[config.mk]
export PLATFORM = sky130hd
export DESIGN_NAME = alzette_seq_ctrl
export DESIGN_NICKNAME = d
export VERILOG_FILES = /design/src/rtl/alzette_seq_ctrl.sv
export SDC_FILE = /design/constraint.sdc
export NUM_CORES = 1
export LEC_CHECK = 0
export ABC_AREA = 1
export CELL_PAD_IN_SITES_DETAIL_PLACEMENT = 1
export CELL_PAD_IN_SITES_GLOBAL_PLACEMENT = 2
export CORE_ASPECT_RATIO = 0.7
export CORE_UTILIZATION = 21
export CTS_CLUSTER_DIAMETER = 80
export DETAILED_ROUTE_END_ITERATION = 7
export MAX_ROUTING_LAYER = met4
export PLACE_DENSITY_LB_ADDON = 0.1
export SETUP_SLACK_MARGIN = 0.2
export SYNTH_ARGS = -nofsm -noshare
export SYNTH_HDL_FRONTEND = slang
export SYNTH_SLANG_ARGS = --single-unit
[constraint.sdc]
create_clock -name ise_clk -period 1.8 [get_ports ise_clk]
set_clock_uncertainty 0.15 [all_clocks]
set_input_delay 0.27 -clock ise_clk [delete_from_list [all_inputs] [get_ports ise_clk]]
set_output_delay 0.27 -clock ise_clk [all_outputs]
set_load 0.005 [all_outputs]
[src/rtl/alzette_seq_ctrl.sv]
`default_nettype none
// ============================================================================
// Module   : alzette_seq_ctrl
// Brief    : Sequences one complete Alzette ARX-box (x,y,c) -> (x',y') over a
//            shared xalu_ise datapath.
//            - Issues the eight ISE ops in order: four add-rotates, each
//              followed by an xor-rotate.
//            - Folds x ^= c into the same edge that writes each y result.
//            - Reports a timeout abort through rsp_err.
// Revision : 1.0 - initial release
// ============================================================================
module alzette_seq_ctrl #(
    // Variant mask of the attached datapath; V2 (bit 2) and V3 (bit 3) needed
    parameter logic [4:0] ISE_V   = 5'b11110,
    // Maximum cycles to wait for dp_oval on any one step (1..255)
    parameter int         TIMEOUT = 16
) (
    input  logic        ise_clk,
    input  logic        ise_rst,
    // command side
    input  logic        cmd_val,
    output logic        cmd_rdy,
    input  logic [31:0] cmd_x,
    input  logic [31:0] cmd_y,
    input  logic [31:0] cmd_c,
    // response side
    output logic        rsp_val,
    input  logic        rsp_rdy,
    output logic [31:0] rsp_x,
    output logic [31:0] rsp_y,
    output logic        rsp_err,
    // datapath side
    output logic        dp_val,
    output logic [5:0]  dp_fn,
    output logic [6:0]  dp_imm,
    output logic [31:0] dp_in1,
    output logic [31:0] dp_in2,
    input  logic        dp_oval,
    input  logic [31:0] dp_out
);

    typedef enum logic [1:0] {
        S_IDLE  = 2'd0,
        S_ISSUE = 2'd1,
        S_DONE  = 2'd2
    } state_t;

    // Timer value on which a still-silent datapath causes an abort
    localparam logic [7:0] c_TIMER_LAST = 8'(TIMEOUT - 1);
    localparam logic [2:0] c_LAST_STEP  = 3'd7;
    // A datapath without both V2 and V3 cannot run the box. Such a command
    // is answered immediately with rsp_err=1 and nothing is issued.
    localparam logic       c_VARIANT_OK = ISE_V[2] & ISE_V[3];

    state_t      r_state;
    state_t      w_state_nxt;
    logic [2:0]  r_step;
    logic [31:0] r_x;
    logic [31:0] r_y;
    logic [31:0] r_c;
    logic [7:0]  r_timer;
    logic        r_err;

    logic [1:0]  w_slot;
    logic [6:0]  w_funct7;
    logic        w_dest_y;
    logic        w_issue;
    logic        w_accept;
    logic        w_step_ok;
    logic        w_timeout;
    logic        w_release;

    // Step table. Even steps update x with an add-rotate (rs1=x, rs2=y).
    // Odd steps update y with an xor-rotate (rs1=y, rs2=x).
    always_comb begin
        w_slot   = 2'd3;
        w_funct7 = 7'b0000000;
        case (r_step)
            3'd0: w_funct7 = 7'b0100000;   // x += ror(y,31)
            3'd1: w_funct7 = 7'b0101000;   // y ^= ror(x,24)
            3'd2: w_funct7 = 7'b0100001;   // x += ror(y,17)
            3'd3: w_funct7 = 7'b0100111;   // y ^= ror(x,17)
            3'd4: begin                    // x += y (V2 add, imm 0)
                w_slot   = 2'd1;
                w_funct7 = 7'b0000000;
            end
            3'd5: w_funct7 = 7'b0100110;   // y ^= ror(x,31)
            3'd6: w_funct7 = 7'b0100010;   // x += ror(y,24)
            3'd7: w_funct7 = 7'b0101001;   // y ^= ror(x,16)
            default: begin
                w_slot   = 2'd3;
                w_funct7 = 7'b0000000;
            end
        endcase
    end

    assign w_dest_y  = r_step[0];
    assign w_issue   = (r_state == S_ISSUE);
    assign w_accept  = (r_state == S_IDLE) && cmd_val;
    // dp_oval only counts while a request is actually outstanding
    assign w_step_ok = w_issue && dp_oval;
    assign w_timeout = w_issue && !dp_oval && (r_timer == c_TIMER_LAST);
    assign w_release = (r_state == S_DONE) && rsp_rdy;

    // Next-state logic
    always_comb begin
        w_state_nxt = r_state;
        case (r_state)
            S_IDLE: begin
                if (cmd_val) begin
                    w_state_nxt = c_VARIANT_OK ? S_ISSUE : S_DONE;
                end
            end
            S_ISSUE: begin
                if (w_step_ok && (r_step == c_LAST_STEP)) begin
                    w_state_nxt = S_DONE;
                end else if (w_timeout) begin
                    w_state_nxt = S_DONE;
                end
            end
            S_DONE: begin
                if (rsp_rdy) begin
                    w_state_nxt = S_IDLE;
                end
            end
            default: w_state_nxt = S_IDLE;
        endcase
    end

    // Datapath request. The bus is zeroed when idle and is held steady
    // while waiting, because it depends only on registered state.
    always_comb begin
        dp_val = 1'b0;
        dp_fn  = 6'd0;
        dp_imm = 7'd0;
        dp_in1 = 32'd0;
        dp_in2 = 32'd0;
        if (w_issue) begin
            dp_val = 1'b1;
            dp_fn  = {4'b0000, w_slot};
            dp_imm = w_funct7;
            dp_in1 = w_dest_y ? r_y : r_x;
            dp_in2 = w_dest_y ? r_x : r_y;
        end
    end

    assign cmd_rdy = (r_state == S_IDLE);
    assign rsp_val = (r_state == S_DONE);
    assign rsp_x   = r_x;
    assign rsp_y   = r_y;
    assign rsp_err = r_err;

    // State register
    always_ff @(posedge ise_clk) begin
        if (ise_rst) begin
            r_state <= S_IDLE;
        end else begin
            r_state <= w_state_nxt;
        end
    end

    // Working registers: operands, step counter, wait timer and error flag
    always_ff @(posedge ise_clk) begin
        if (ise_rst) begin
            r_x     <= 32'd0;
            r_y     <= 32'd0;
            r_c     <= 32'd0;
            r_step  <= 3'd0;
            r_timer <= 8'd0;
            r_err   <= 1'b0;
        end else if (w_accept) begin
            r_x     <= cmd_x;
            r_y     <= cmd_y;
            r_c     <= cmd_c;
            r_step  <= 3'd0;
            r_timer <= 8'd0;
            r_err   <= !c_VARIANT_OK;
        end else if (w_step_ok) begin
            if (w_dest_y) begin
                // y update and the round-constant fold share one edge
                r_y <= dp_out;
                r_x <= r_x ^ r_c;
            end else begin
                r_x <= dp_out;
            end
            r_step  <= r_step + 3'd1;
            r_timer <= 8'd0;
        end else if (w_issue) begin
            if (w_timeout) begin
                r_err <= 1'b1;
            end else begin
                r_timer <= r_timer + 8'd1;
            end
        end else if (w_release) begin
            r_err <= 1'b0;
        end
    end

endmodule
`default_nettype wire
==> results of run 1 <==
[synth_stat cells]
library cell / number / area [sq um]
nand3_1: 34 / 170.2
xnor2_1: 1 / 8.760
dfxtp_1: 110 / 2202
nand2_2: 1 / 6.260
conb_1: 1 / 3.750
nand2_4: 2 / 22.52
inv_2: 5 / 18.77
nand4_1: 2 / 12.51
clkbuf_1: 28 / 105.1
nor2_2: 1 / 6.260
o21ai_4: 1 / 16.27
nor2_1: 199 / 747.0
nor3_1: 3 / 15.01
inv_1: 60 / 225.2
buf_6: 4 / 45.04
buf_4: 12 / 90.09
inv_4: 1 / 6.260
buf_1: 11 / 41.29
nand3b_1: 1 / 7.510
o21ai_0: 64 / 320.3
buf_2: 19 / 95.09
o31ai_1: 1 / 7.510
a211oi_1: 1 / 7.510
o21ai_1: 52 / 260.3
xor2_1: 29 / 254.0
ha_1: 7 / 87.58
a21oi_1: 93 / 465.5
nand2_1: 328 / 1231
nor2_4: 1 / 11.26
[worst register-to-register path: stages, from the launching register on]
cell	delay, ns
dfxtp_2	0.33
buf_4	0.13
buf_6	0.10
buf_6	0.11
nor2_4	0.15
buf_6	0.14
nand2_8	0.06
buf_8	0.14
o21ai_4	0.08
buf_6	0.15
buf_12	0.11
clkbuf_16	0.15
o21ai_2	0.05
nor2_1	0.13
[per-layer routing]
metal | share of wire, % | vias to the layer above | global-route usage [%]
met3 | 5.4 | 17 | 4.737
met4 | 0.76 | 0 | 3.261
met5 | 0 | - | -
li1 | - | 4260 | -
met2 | 46 | 177 | 35.30
met1 | 48 | 4153 | 32.00
[cell usage in the layout (no fill, tap or decap), types with 19 or more instances in the layout]
cell	instances
clkdlybuf4s50_1	133
xor2_1	29
a21oi_1	22
dfxtp_1	43
dfxtp_4	49
a21oi_2	70
buf_2	70
nor2_2	19
o21ai_2	51
buf_4	82
buf_6	63
buf_16	21
clkbuf_16	21
nor2_1	161
inv_1	55
dlymetal6s2s_1	56
nand2_1	262
nor2_4	21
nand3_1	26
buf_12	34
o21ai_1	49
nand2_2	48
[flip-flops by register name, indices dropped and copies added, names as in the netlist]
register,flops
r_state,2
r_step,3
r_c,32
rsp_err,1
rsp_y,32
rsp_x,32
r_timer,8
[cell families (layout without fill, tap and decap cells)]
logic type	after synthesis	count (layout)	synth area share [%]
flops	110	110	33.93
simple gates	572	572	34.36
compound gates	212	212	16.60
fa+ha+maj	7	7	1.349
other cells	1	10	0.05778
xor+xnor	30	30	4.049
buf+inv	140	574	9.659
[path summary, 6_finish.rpt]
check | endpoint | slack [ns] | startpoint
setup / recovery | rsp_y[5] | -0.26 | r_state[0]
hold / removal | r_c[29] | 0.32 | r_c[29]
setup reg to reg | rsp_y[5] | -0.26 | r_state[0]
hold reg to reg | r_c[29] | 0.32 | r_c[29]
[power by group through the flow]
stage                     registers (mW)  clock network [mW]  logic, mW
after floorplan                     3.05                   0       1.37
after global placement              3.12                   0       2.98
after detailed placement            3.12                   0       3.01
after CTS                           3.09                2.41       3.91
after global routing                3.17                2.48       5.42
final                               3.12                2.33       5.06
[area by class of cell]
cell class	count	area [sq um]
inverters	66	320.3
fillers	3529	16260
multi-input cells	827	4810
diodes	4	10.01
clock buffers	10	239.0
flip-flops and latches	110	2409
repair buffers	492	5512
well taps	412	515.5
clock inverters	6	93.84
[repair_timing]
item                       4_1_cts  5_1_grt
gates resized for setup        504      493
gates cloned                    18       17
setup endpoints to repair      240      242
buffers inserted                60       59
pin swaps                       26       67
==> results.md, run 1 <==
- Outcome: finished with violations
- Failing checks: negative setup slack
- H-tree Lvls: 3
- Critical-path cell list: buf_4 > buf_6 > buf_6 > nor2_4 > buf_6 > nand2_8 > buf_8 > o21ai_4 > buf_6 > buf_12 > clkbuf_16 > o21ai_2 > nor2_1
- Cell with the most instances on the worst path: buf_6
- Vias: 8607
- Sw Ratio: 36.47%
- Final setup viols: 169
- Dpl cells: 1753
- Post-DP Area: 10030 sq um
- Int Power: 6.677 mW
- Seq pwr share: 29.7%
- First-pass DRT Iterations: 4
- Syn Inst Count: 1072
- Least-Margin Pin Slew: 0.6432 ns
- Clock transition at the registers of the reported paths: 0.08 ns
- Rel. slew slack: 57.12%
- VDD IR-drop max: 0.0004819 V
- LEAKAGE: 7.095 nW
- Min-delay worst type: register to register
- Buf/Inv on CP: 8
- CP required: 1.95 ns
- Setup ws final: -0.2606 ns
- Post-DP HPWL: 22.14 mm
- Hold Buf Count CTS: 0
- Synthesized area: 6490 sq um
- FF-to-FF path depth: 13
- DR iter-0 viols: 347
- Final instance area: 13910 sq um
- Crit path max-delay cell type: dfxtp_2
- Switching pwr: 3.832 mW
- Global-route wire length before repair: 52.72 mm
- CTS buffer count: 9
- Fin crit period: 2.061 ns
- Clock root cell: clkbuf_16
- Synth cell types: 29
- Die height: 149.1 um
- Area Growth Syn to Fin: 114.3%
- Largest net degree at the start of global routing: 45
- Gr usage total: 23.16%
- Number of synthesized register bits: 110
- Kind of critical path: register to register
- CP Launch Type: register
- Final Hold Fails: 0
- Tcrit/Tclk final: 114.5%
- DR WL/cell: 20.36 um
- CP Capture Type: register
- CP Max Fanout: 4
- Die area: 31620 sq um
- Starting density of the core: 21.51%
- Fmax: 485.3 MHz
- DRC: 0
- Vias in the first global route: 8454
- Ys Warns: 0
- Port bufs: 271
- CP Depth: 13
- Unrepaired setup endpoints after global routing: yes
- WL final: 39.24 mm
- NumNets Final: 1646
- Initial antenna violation count: 3
- Setup TNS: -25.45 ns
- Max-Cap Viols: 0
- Total power: 10.51 mW
- Gpl congestion: 0.7729
- Final Hold Slack: 0.3190 ns
- PwrDens: 755.6 nW/um^2
- Crit path max-delay family: buffers and inverters
- CTS tree: built
- Worst hold stages: 2
- DP Worst Slack: -0.1281 ns
- Syn avg cell area: 6.054 sq um
- Combinational power share: 48.2%
- Post-route insts no fill: 1927
- Total gr overflow: 0
- FP Rows: 53
- Max clock buf depth: 2
- Final slew viol count: 0
- Clock sink count: 110
- Core Region: 30170 sq um
- Register area share after synthesis: 33.93%
- Critical path arrival: 2.21 ns
- Final ANT Viol Nets: 0
- Layout Utilization: 46.10%
- Worst skew pair latency: 0.37 ns
- Width of the die: 212.1 um
- CP max stage delay: 0.33 ns
- Vias per cell: 4.467
- Share of cells above drive strength 1: 42.55%
- Part of the power in the clock network: 22.1%
- IO Pins: 278
Note: power is estimated with default switching activity, not from simulation.
==> run 2, diff against run 1 <==
--- a/config.mk
+++ b/config.mk
@@ -12,7 +12,6 @@
 export CORE_UTILIZATION = 21
 export CTS_CLUSTER_DIAMETER = 80
 export DETAILED_ROUTE_END_ITERATION = 7
-export MAX_ROUTING_LAYER = met4
 export PLACE_DENSITY_LB_ADDON = 0.1
 export SETUP_SLACK_MARGIN = 0.2
 export SYNTH_ARGS = -nofsm -noshare
==> run 2 against run 1 <==
Net effect:
- the flow still finishes with violations (negative setup slack)
- power up 0.32%
- hold slack worse by 0.0039 ns
- critical path depth up 1
- wire length up 0.77%
- via count up 1.1%
==> results.md, run 2 (synthesized netlist as in run 1, its figures left out) <==
- Outcome: finished with violations
- Failing checks: negative setup slack
- Buf/Inv on CP: 8
- Tcrit/Tclk final: 115.4%
- Vias in the first global route: 8455
- Crit path max-delay family: buffers and inverters
- Gpl congestion: 0.7628
- DR WL/cell: 20.56 um
- Min-delay worst type: register to register
- LEAKAGE: 7.112 nW
- CTS tree: built
- VDD IR-drop max: 0.0004828 V
- Post-route insts no fill: 1923
- WL final: 39.54 mm
- Die area: 31620 sq um
- Final setup viols: 180
- Crit path max-delay cell type: dfxtp_2
- Core Region: 30170 sq um
- DRC: 0
- CTS buffer count: 9
- Global-route wire length before repair: 52.75 mm
- Dpl cells: 1753
- Die height: 149.1 um
- Total power: 10.54 mW
- Port bufs: 271
- Commonest non-fill, non-tap cell in the layout: nand2_1
- CP Capture Type: register
- Final slew viol count: 0
- H-tree Lvls: 3
- Worst skew pair latency: 0.37 ns
- Largest net degree at the start of global routing: 45
- Least-Margin Pin Slew: 0.6338 ns
- Cell with the most instances on the worst path: buf_6
- Max-Cap Viols: 0
- PwrDens: 756.7 nW/um^2
- Worst r2r src: r_state[0]
- Kind of critical path: register to register
- Vias per cell: 4.526
- IO Pins: 278
- Most frequent cells in the layout: 252 x nand2_1, 158 x nor2_1, 133 x clkdlybuf4s50_1
- Critical-path cell list: buf_4 > buf_6 > buf_6 > nor2_4 > buf_6 > nand2_8 > buf_12 > buf_12 > clkinv_8 > clkbuf_16 > nand2_1 > nand2_1 > nor2_2 > nor2_1
- Starting density of the core: 21.51%
- Post-DP HPWL: 22.14 mm
- Fmax: 481.5 MHz
- Final Hold Fails: 0
- Hold endpoint: r_c[29]
- CP Max Fanout: 9
- Setup ws final: -0.2767 ns
- FF-to-FF End: rsp_y[18]
- Unrepaired setup endpoints after global routing: yes
- FF-to-FF path depth: 14
- Width of the die: 212.1 um
- DR iter-0 viols: 352
- Flop-to-flop setup slack: -0.28 ns
- CP max stage delay: 0.33 ns
- Area Growth Syn to Fin: 114.7%
- Clock transition at the registers of the reported paths: 0.08 ns
- Vias: 8703
- Clock sink count: 110
- DP Worst Slack: -0.1281 ns
- FP Rows: 53
- Diode count: 0
- Initial antenna violation count: 3
- Min-delay src: r_c[29]
- Max clock buf depth: 2
- NumNets Final: 1646
- CP Launch Type: register
- Gr usage total: 22.49%
- Final ANT Viol Nets: 0
- Fin crit period: 2.077 ns
- Setup TNS: -26.05 ns
- CP required: 1.95 ns
- First-pass DRT Iterations: 5
- Critical path arrival: 2.23 ns
- Share of cells above drive strength 1: 43.55%
- Worst hold stages: 2
- Clock root cell: clkbuf_16
- Total gr overflow: 0
- Rel. slew slack: 57.75%
==> run 2: how the worst max path moves through the flow <==
stage / start / to / cells past startpoint / slack, ns
3_5_place_dp: r_step[1] / dp_imm[1] / 7 / -0.13
6_report: r_state[0] / rsp_y[18] / 14 / -0.28
3_3_place_gp: r_step[1] / dp_imm[1] / 7 / -0.15
2_1_floorplan: r_step[0] / dp_in1[22] / 5 / 0.19
5_1_grt: r_state[0] / rsp_y[18] / 14 / -0.33
4_1_cts: r_step[0] / dp_imm[0] / 6 / -0.30
==> run 2: worst min-delay path, stage by stage, from the launching register on <==
cell,delay [ns]
dfxtp_1,0.33
inv_1,0.05
a21oi_1,0.05
==> run 2: stage by stage <==
step / util (%) / instance area (sq um) / hold WS, ns
finish: 46.18 / 13930 / 0.3151
global route: 46.18 / 13930 / 0.3490
CTS: 39.14 / 11810 / 0.3175
detailed placement: 33.25 / 10030 / 0.3059
global placement: 33.25 / 10030 / 0.3000
floorplan: - / 6520 / 0.1891
==> run 2: power by group <==
group	internal [mW]	switching, mW
combinational	2.63	2.45
sequential	2.78	0.345
clock	1.27	1.07
==> run 2: final cells by class <==
type                    instances  area (sq um)
flip-flops and latches        110          2409
well taps                     412         515.5
inverters                      66         306.5
repair buffers                491          5480
clock inverters                 6         93.84
repair inverters                1         16.27
clock buffers                  10         239.0
multi-input cells             827          4873
fillers                      3529         16240
==> run 2: routing by layer <==
metal / up-vias / part of all wire [%] / GRT usage [%]
li1: 4260 / - / -
met1: 4230 / 49 / 31.81
met2: 179 / 46 / 35.30
met3: 28 / 4.4 / 5.032
met4: 6 / 0.76 / 3.261
met5: - / 0.096 / 0
==> run 2: repair_timing <==
item	in CTS	in global routing
hold buffers	0	0
cloned	18	18
setup buffers	60	58
resized for setup	504	507
pin swaps	26	60
endpoints found under the setup margin	240	242
==> run 3, diff against run 2 <==
--- a/config.mk
+++ b/config.mk
@@ -6,6 +6,7 @@
 export NUM_CORES = 1
 export LEC_CHECK = 0
 export ABC_AREA = 1
+export ABC_CLOCK_PERIOD_IN_PS = 1800
 export CELL_PAD_IN_SITES_DETAIL_PLACEMENT = 1
 export CELL_PAD_IN_SITES_GLOBAL_PLACEMENT = 2
 export CORE_ASPECT_RATIO = 0.7
@@ -13,7 +14,7 @@
 export CTS_CLUSTER_DIAMETER = 80
 export DETAILED_ROUTE_END_ITERATION = 7
 export PLACE_DENSITY_LB_ADDON = 0.1
-export SETUP_SLACK_MARGIN = 0.2
+export SETUP_SLACK_MARGIN = 0.15
 export SYNTH_ARGS = -nofsm -noshare
 export SYNTH_HDL_FRONTEND = slang
 export SYNTH_SLANG_ARGS = --single-unit
==> run 3 against run 2 <==
Net effect:
- the flow still finishes with violations (negative setup slack)
- global-route usage decreased by 1.6 points
- via count shrank 0.31%
- clock power about the same
- critical path type is now register to output port
==> results.md, run 3 (synthesized netlist as in run 1, its figures left out) <==
- H-tree Lvls: 3
- Final setup viols: 134
- DR WL/cell: 20.11 um
- CTS tree: built
- Worst r2r src: r_step[0]
- Max-Cap Viols: 0
- Largest net degree at the start of global routing: 51
- Final ANT Viol Nets: 0
- Hold endpoint: r_c[28]
- Global-route wire length before repair: 49.89 mm
- FF-to-FF End: rsp_y[8]
- Max clock buf depth: 2
- CP required: 1.38 ns
- Area Growth Syn to Fin: 121.2%
- Final Hold Fails: 0
- CP Launch Type: register
- Kind of critical path: register to output port
- Flop-to-flop setup slack: -0.24 ns
- CP Max Fanout: 7
- Cell with the most instances on the worst path: buf_6
- Vias in the first global route: 8240
- WL final: 38.64 mm
- FP Rows: 53
- Critical path arrival: 1.69 ns
- VDD IR-drop max: 0.0003887 V
- Worst hold stages: 2
- Gpl congestion: 0.7479
- Total gr overflow: 0
- Fin crit period: 2.111 ns
- DR iter-0 viols: 364
- Hold Buf Count CTS: 0
- FF-to-FF path depth: 10
- Least-Margin Pin Slew: 0.5498 ns
- Most frequent cells in the layout: 251 x nand2_1, 144 x nor2_1, 133 x clkdlybuf4s50_1
- First-pass DRT Iterations: 4
- Critical-path cell list: buf_12 > buf_8 > buf_6 > buf_6 > buf_6 > o21ai_4 > a21oi_2 > buf_2
- Starting density of the core: 21.51%
- Min-delay src: r_c[28]
- Clock root cell: clkbuf_16
- Post-route insts no fill: 1922
- Clock transition at the registers of the reported paths: 0.08 ns
- DRC: 0
- Rel. slew slack: 63.28%
- Initial antenna violation count: 5
- Commonest non-fill, non-tap cell in the layout: nand2_1
- Vias per cell: 4.514
- Setup TNS: -22.28 ns
- CTS buffer count: 9
- Core Region: 30170 sq um
- Outcome: finished with violations
- Unrepaired setup endpoints after global routing: yes
- CP max stage delay: 0.37 ns
- Failing checks: negative setup slack
- Worst skew pair latency: 0.36 ns
- Die height: 149.1 um
- Min-delay worst type: register to register
- Port bufs: 271
- NumNets Final: 1644
- Width of the die: 212.1 um
- Fmax: 473.6 MHz
- Clock sink count: 110
- Setup ws final: -0.3114 ns
- PwrDens: 734.1 nW/um^2
- Post-DP HPWL: 22.46 mm
- Final slew viol count: 0
- IO Pins: 278
- Vias: 8676
- LEAKAGE: 7.169 nW
- CP Capture Type: output port
- Die area: 31620 sq um
- Gr usage total: 20.93%
- Share of cells above drive strength 1: 45.59%
- Tcrit/Tclk final: 117.3%
- Crit path max-delay cell type: dfxtp_4
- Dpl cells: 1754
run 3: critical path, delay by kind of cell, from the launching register on:
family,cells,cell delay (ns)
buffers and inverters,6,0.77
DFF,1,0.37
AOI/OAI and AO/OA,2,0.18
run 3: report_power, final:
group	internal [mW]	total [mW]	switching (mW)
clock network	1.34	2.34	1.01
registers	2.78	3.17	0.389
logic	2.62	5.03	2.41
run 3: through the flow:
step	util (%)	cell area, sq um	hold WS [ns]	setup slack, ns	total power [mW]
finish	47.59	14360	0.3350	-0.3114	10.54
global route	47.58	14360	0.3579	-0.3645	11.09
CTS	38.06	11480	0.3127	-0.3440	9.157
detailed placement	33.44	10090	0.3018	-0.1849	6.136
global placement	33.44	10090	0.2948	-0.1505	6.111
floorplan	-	6514	0.1891	0.1884	4.416
run 3: worst max-delay path by stage:
stage              start          to  slack (ns)  cells after the start
5_1_grt        r_step[0]  dp_in2[29]       -0.36                      8
3_3_place_gp     cmd_val    rsp_y[0]       -0.15                      8
2_1_floorplan  r_step[0]  dp_in1[22]        0.19                      5
6_report       r_step[0]  dp_in2[29]       -0.31                      8
4_1_cts        r_step[0]   dp_imm[1]       -0.34                      6
3_5_place_dp   r_step[0]  dp_in1[20]       -0.18                      5
run 3: metal layers:
layer	global-route usage, %	share of wire [%]	up-vias	wire, um
li1	-	-	4253	-
met1	29.21	49	4211	18820
met2	32.59	45	177	17320
met3	5.284	5.4	27	2105
met4	3.696	0.88	8	341
met5	0	0.13	-	52
run 3: timing repair:
item | CTS | global route
setup buffers | 43 | 70
gates cloned | 12 | 26
pin swaps | 24 | 143
resized for setup | 424 | 649
setup endpoints to repair | 233 | 240
run 3: area by class of cell:
cell class / instances / area [sq um]
fill: 3510 / 15810
sequential: 110 / 2425
antenna: 1 / 2.502
tap: 412 / 515.5
inverter: 66 / 310.3
clock inverter: 3 / 65.06
timing repair inverter: 1 / 11.26
multi-input combinational: 828 / 5180
timing repair buffer: 488 / 5579
clock buffer: 13 / 270.3
